$ cat config.mk
export PLATFORM = sky130hd
export DESIGN_NAME = i2c_byte_receiver
export DESIGN_NICKNAME = d
export VERILOG_FILES = /design/src/rtl/i2c_byte_receiver.sv
export SDC_FILE = /design/constraint.sdc
export NUM_CORES = 1
export LEC_CHECK = 0
export ABC_CLOCK_PERIOD_IN_PS = 1800
export BUFFER_PORTS_ARGS = -buffer_cell sky130_fd_sc_hd__buf_4
export CORE_MARGIN = 5
export CORE_UTILIZATION = 55
export CTS_CLUSTER_DIAMETER = 40
export DETAILED_ROUTE_END_ITERATION = 10
export GPL_ROUTABILITY_DRIVEN = 0
export PLACE_DENSITY = 0.84
export REMOVE_ABC_BUFFERS = 1
export SYNTH_ARGS = -nofsm -noshare
export SYNTH_HDL_FRONTEND = slang
export SYNTH_SLANG_ARGS = --single-unit
$ cat constraint.sdc
create_clock -name i_clk -period 1.8 [get_ports i_clk]
set_clock_uncertainty 0.1 [all_clocks]
set_input_delay 0.27 -clock i_clk [delete_from_list [all_inputs] [get_ports i_clk]]
set_output_delay 0.27 -clock i_clk [all_outputs]
set_load 0.03 [all_outputs]
$ cat src/rtl/i2c_byte_receiver.sv
// I2C write-only target: matches ADDRESS, shifts bytes MSB-first, ACKs, hands bytes out over valid/ready.
// A byte completing while the previous one is still unaccepted is NACKed and dropped (sticky overrun).
module i2c_byte_receiver #(
   parameter logic [6:0] ADDRESS    = 7'h2A,
   parameter int         DATA_WIDTH = 8
) (
   input  logic                  i_clk,
   input  logic                  i_reset,
   input  logic                  i_sck_sync,
   input  logic                  i_sda_sync,
   input  logic                  i_start_pulse,
   input  logic                  i_stop_pulse,
   output logic                  o_sda_drive_low,
   output logic                  o_addr_match,
   output logic [DATA_WIDTH-1:0] o_data_out,
   output logic                  o_data_valid,
   input  logic                  i_data_ready,
   output logic                  o_msg_done,
   output logic                  o_overrun
);

   typedef enum logic [2:0] {S_IDLE, S_ADDR, S_ADDR_ACK, S_DATA, S_DATA_ACK, S_IGNORE} state_t;

   localparam logic [3:0] LAST = 4'(DATA_WIDTH);

   state_t                r_state, w_state;
   logic [3:0]            r_bit_cnt, w_bit_cnt;
   logic [DATA_WIDTH-1:0] r_shift, w_shift;
   logic [DATA_WIDTH-1:0] r_data_out, w_data_out;
   logic                  r_sck_q;
   logic                  r_drive, w_drive;
   logic                  r_addr_match, w_addr_match;
   logic                  r_data_valid, w_data_valid;
   logic                  r_msg_done, w_msg_done;
   logic                  r_overrun, w_overrun;
   logic                  r_byte_ok, w_byte_ok;

   logic                  w_sck_rise, w_sck_fall, w_slot_free, w_ack_ok;
   logic [DATA_WIDTH-1:0] w_shift_in;

   assign w_sck_rise  = i_sck_sync & ~r_sck_q;
   assign w_sck_fall  = ~i_sck_sync & r_sck_q;
   assign w_shift_in  = {r_shift[DATA_WIDTH-2:0], i_sda_sync};
   assign w_slot_free = ~r_data_valid | i_data_ready;
   // Address phase ACKs only a write to our address; data phase ACKs only if the byte was stored.
   assign w_ack_ok    = (r_state == S_ADDR) ? ((r_shift[DATA_WIDTH-1:1] == ADDRESS) && !r_shift[0])
                                            : r_byte_ok;

   always_ff @(posedge i_clk) begin
      if (i_reset) begin
         r_state      <= S_IDLE;
         r_bit_cnt    <= '0;
         r_shift      <= '0;
         r_data_out   <= '0;
         r_sck_q      <= 1'b0;
         r_drive      <= 1'b0;
         r_addr_match <= 1'b0;
         r_data_valid <= 1'b0;
         r_msg_done   <= 1'b0;
         r_overrun    <= 1'b0;
         r_byte_ok    <= 1'b0;
      end else begin
         r_state      <= w_state;
         r_bit_cnt    <= w_bit_cnt;
         r_shift      <= w_shift;
         r_data_out   <= w_data_out;
         r_sck_q      <= i_sck_sync;
         r_drive      <= w_drive;
         r_addr_match <= w_addr_match;
         r_data_valid <= w_data_valid;
         r_msg_done   <= w_msg_done;
         r_overrun    <= w_overrun;
         r_byte_ok    <= w_byte_ok;
      end
   end

   always_comb begin
      w_state      = r_state;
      w_bit_cnt    = r_bit_cnt;
      w_shift      = r_shift;
      w_data_out   = r_data_out;
      w_drive      = r_drive;
      w_addr_match = r_addr_match;
      w_data_valid = r_data_valid & ~i_data_ready;
      w_msg_done   = 1'b0;
      w_overrun    = r_overrun;
      w_byte_ok    = r_byte_ok;

      if (i_stop_pulse) begin
         w_state      = S_IDLE;
         w_drive      = 1'b0;
         w_addr_match = 1'b0;
         w_msg_done   = r_addr_match;
      end else if (i_start_pulse) begin
         w_state      = S_ADDR;
         w_bit_cnt    = '0;
         w_drive      = 1'b0;
         w_addr_match = 1'b0;
      end else begin
         case (r_state)
            S_ADDR, S_DATA: begin
               if (w_sck_rise && (r_bit_cnt < LAST)) begin
                  w_shift   = w_shift_in;
                  w_bit_cnt = r_bit_cnt + 4'd1;
                  if ((r_state == S_DATA) && (r_bit_cnt == LAST - 4'd1)) begin
                     if (w_slot_free) begin
                        w_data_out   = w_shift_in;
                        w_data_valid = 1'b1;
                        w_byte_ok    = 1'b1;
                     end else begin
                        w_overrun    = 1'b1;
                        w_byte_ok    = 1'b0;
                     end
                  end
               end else if (w_sck_fall && (r_bit_cnt == LAST)) begin
                  if (w_ack_ok) begin
                     w_state = (r_state == S_ADDR) ? S_ADDR_ACK : S_DATA_ACK;
                     w_drive = 1'b1;
                     if (r_state == S_ADDR) w_addr_match = 1'b1;
                  end else begin
                     w_state = S_IGNORE;
                  end
               end
            end
            S_ADDR_ACK, S_DATA_ACK: begin
               if (w_sck_fall) begin
                  w_drive   = 1'b0;
                  w_bit_cnt = '0;
                  w_state   = S_DATA;
               end
            end
            default: begin
               w_drive = 1'b0;
            end
         endcase
      end
   end

   assign o_sda_drive_low = r_drive;
   assign o_addr_match    = r_addr_match;
   assign o_data_out      = r_data_out;
   assign o_data_valid    = r_data_valid;
   assign o_msg_done      = r_msg_done;
   assign o_overrun       = r_overrun;

endmodule

==> metrics <==
post-synth cell types 46; drt drc 0; clk_lat worst skew 0.33 ns; Starting Density 56.4%; count of final hold-check violations 0; Layout Area Growth over Synthesis 19.2%; Placement Cell Area 1540 sq um; Max-Cap Viols 0; outcome complete, no violations; period utilisation layout 94.7%; Core Region 2410 sq um; post-synthesis cell area 1360 sq um; Synth Area in Simple Gates 29.2%; clock period minus worst slack 1.70 ns; Post-Syn Instances 148; die area 3570 sq um; Nets 180; # rows 18; Fill cells 181; kind of critical path reg2reg; FF/Latch Area 602 sq um; VDD IR max 0.515 mV; Reg clk slew, reported paths 0.09 ns; CTS Root Cell clkbuf_4; multi-input logic area 731 sq um; startpoint types flip-flop; Post-Synth Adder-Cell Area 1.84%; CP arrival 1.86 ns; Worst Path Required 1.96 ns; CTS sink count 30; sequential area share after synthesis 44.2%; CTS Buf Count 5; Mean Syn Cell Area 9.19 sq um; Synth Area in Compound Gates 14.5%; Max Buffers Root-to-Sink 2; Crit-path slowest cell or4b_4; Die X 59.7 microns; Hold Crit Class in2reg; DR pass1 iterations 4; synthesis-stage register bit count 30; Crit Reg-Reg Startpoint r_shift[1]; Peak Freq 587 MHz; n_diodes 0; vias per cell 5.80; PwrDens 708 nW/um^2; initial drt markers 55; Worst Max-Slew Pin Slew 0.455 ns; Setup Viol. Count Final 0; design area 1620 sq um; largest net degree at the start of global routing 29; I/O Buffers 19; crit path capture type flip-flop; cell chain of the critical path or4b_4, nor4_4, o211ai_2, a211oi_2; hold path cells 3; routed vias 1172; Yosys Warn Count 0; sum of negative setup slack 0 ns; TritonCTS clock tree yes; cells on worst reg2reg path 4; most frequent cells in the layout 29 x dfxtp_1, 23 x buf_4, 19 x nand2_1; Crit. Startpoint r_shift[1]; Routed WL 2930 microns; Post-CTS Setup Bufs 0; ys async rst share 0%; Max Slew Vio Count 0; Rel. slew slack 69.6%; antenna-violating nets left 0; Main synth FF type dfxtp_1; Post-Synth XOR/XNOR Area 0.644%; share of layout cells above drive strength 1 25.0%; average routed wire per standard cell 14.5 microns; H-tree lvl count 2; leakage power 0.647 nW; largest family of logic cells by synthesized area simple AND/OR/NAND/NOR gates; vias in the first global route 1054; initial antenna violation count 0; CP peak stage delay 0.54 ns; total gr overflow 0; commonest non-fill, non-tap cell in the layout dfxtp_1; EDFF count, synth 0; Chip Height 59.7 microns; worst hold path startpoint i_sda_sync; Total Routing Usage GR 18.6%; mux share of post-synthesis cell area 5.89%; I/O pin total 20; CP Max Fanout 4; DP HPWL 2030 microns; first-pass GRT wire length 4900 microns
[worst paths after layout]
path | slack, ns | to
max | 0.1 | o_sda_drive_low
min | 0.09 | o_data_out[0]
max reg2reg | 0.1 | o_sda_drive_low
min reg2reg | 0.36 | o_overrun
[layer usage]
layer | track usage (%) | share of wire [%]
met1 | 24.2 | 44
met2 | 27.0 | 45
met3 | 6.48 | 7.1
met4 | 9.81 | 3.0
met5 | 0 | 0
[worst max-delay path, delay by kind of cell (launching register included)]
kind,cells,cell delay [ns]
AOI/OAI and AO/OA,2,0.34
DFF,1,0.35
and+or+nand+nor,2,0.86
[Yosys cell counts, types with 2 or more instances]
cell type | count | share of area, %
a21oi_1 | 14 | 5.2
a31oi_1 | 2 | 0.92
and3_1 | 2 | 0.92
buf_2 | 2 | 0.74
clkbuf_1 | 4 | 1.1
dfxtp_1 | 30 | 44
ha_1 | 2 | 1.8
inv_1 | 5 | 1.4
mux2i_1 | 8 | 5.9
nand2_1 | 19 | 5.2
nand2b_1 | 4 | 1.8
nand3b_1 | 3 | 1.7
nor2_1 | 16 | 4.4
nor2b_1 | 3 | 1.4
nor3_1 | 2 | 0.74
nor3b_2 | 2 | 1.8
[flip-flops by register name, summed over array words and instances, names as in the netlist]
signal,cells
r_byte_ok,1
r_state,3
o_sda_drive_low,1
r_sck_q,1
r_shift,8
o_addr_match,1
o_overrun,1
o_data_valid,1
r_bit_cnt,4
o_data_out,8
o_msg_done,1
[power by group]
| part | internal, mW | switching (mW) | leakage [nW] | total, mW |
|---|---|---|---|---|
| registers | 0.666 | 0.00429 | 0.242 | 0.670 |
| logic | 0.0243 | 0.0357 | 0.369 | 0.0600 |
| clock network | 0.189 | 0.229 | 0.0353 | 0.419 |
[kinds of logic after synthesis]
| group | count (synthesis) |
|---|---|
| simple gates | 66 |
| fa+ha+maj | 2 |
| buf+inv | 12 |
| flops | 30 |
| mux | 8 |
| xor+xnor | 1 |
| compound gates | 29 |
[repair_timing]
| action | 4_1_cts | 5_1_grt |
|---|---|---|
| resized for setup | 1 | 4 |
| hold buffers | 0 | 0 |
| setup endpoints to repair | 6 | 18 |
[area by class of cell]
type	count	area share, %
Multi-Input combinational cell	106	45.1
Sequential cell	30	37.1
Timing Repair Buffer	23	10.6
Clock buffer	7	3.40
Tap cell	30	2.31
Inverter	5	1.16
Clock inverter	1	0.309
[stage by stage]
step | instances | hold slack, ns | power (mW) | util (%) | setup slack, ns
global route | 202 | 0.0906 | 1.20 | 67.3 | -0.0346
finish | 202 | 0.0911 | 1.15 | 67.3 | 0.0963
detailed placement | 194 | 0.350 | 0.740 | 63.8 | -0.0242
floorplan | 141 | 0.239 | 0.708 | - | 0.219
CTS | 202 | 0.0673 | 1.16 | 66.7 | 0.0720
global placement | 194 | 0.335 | 0.738 | 63.8 | 0.0850
(Power assumes the default switching activity.)
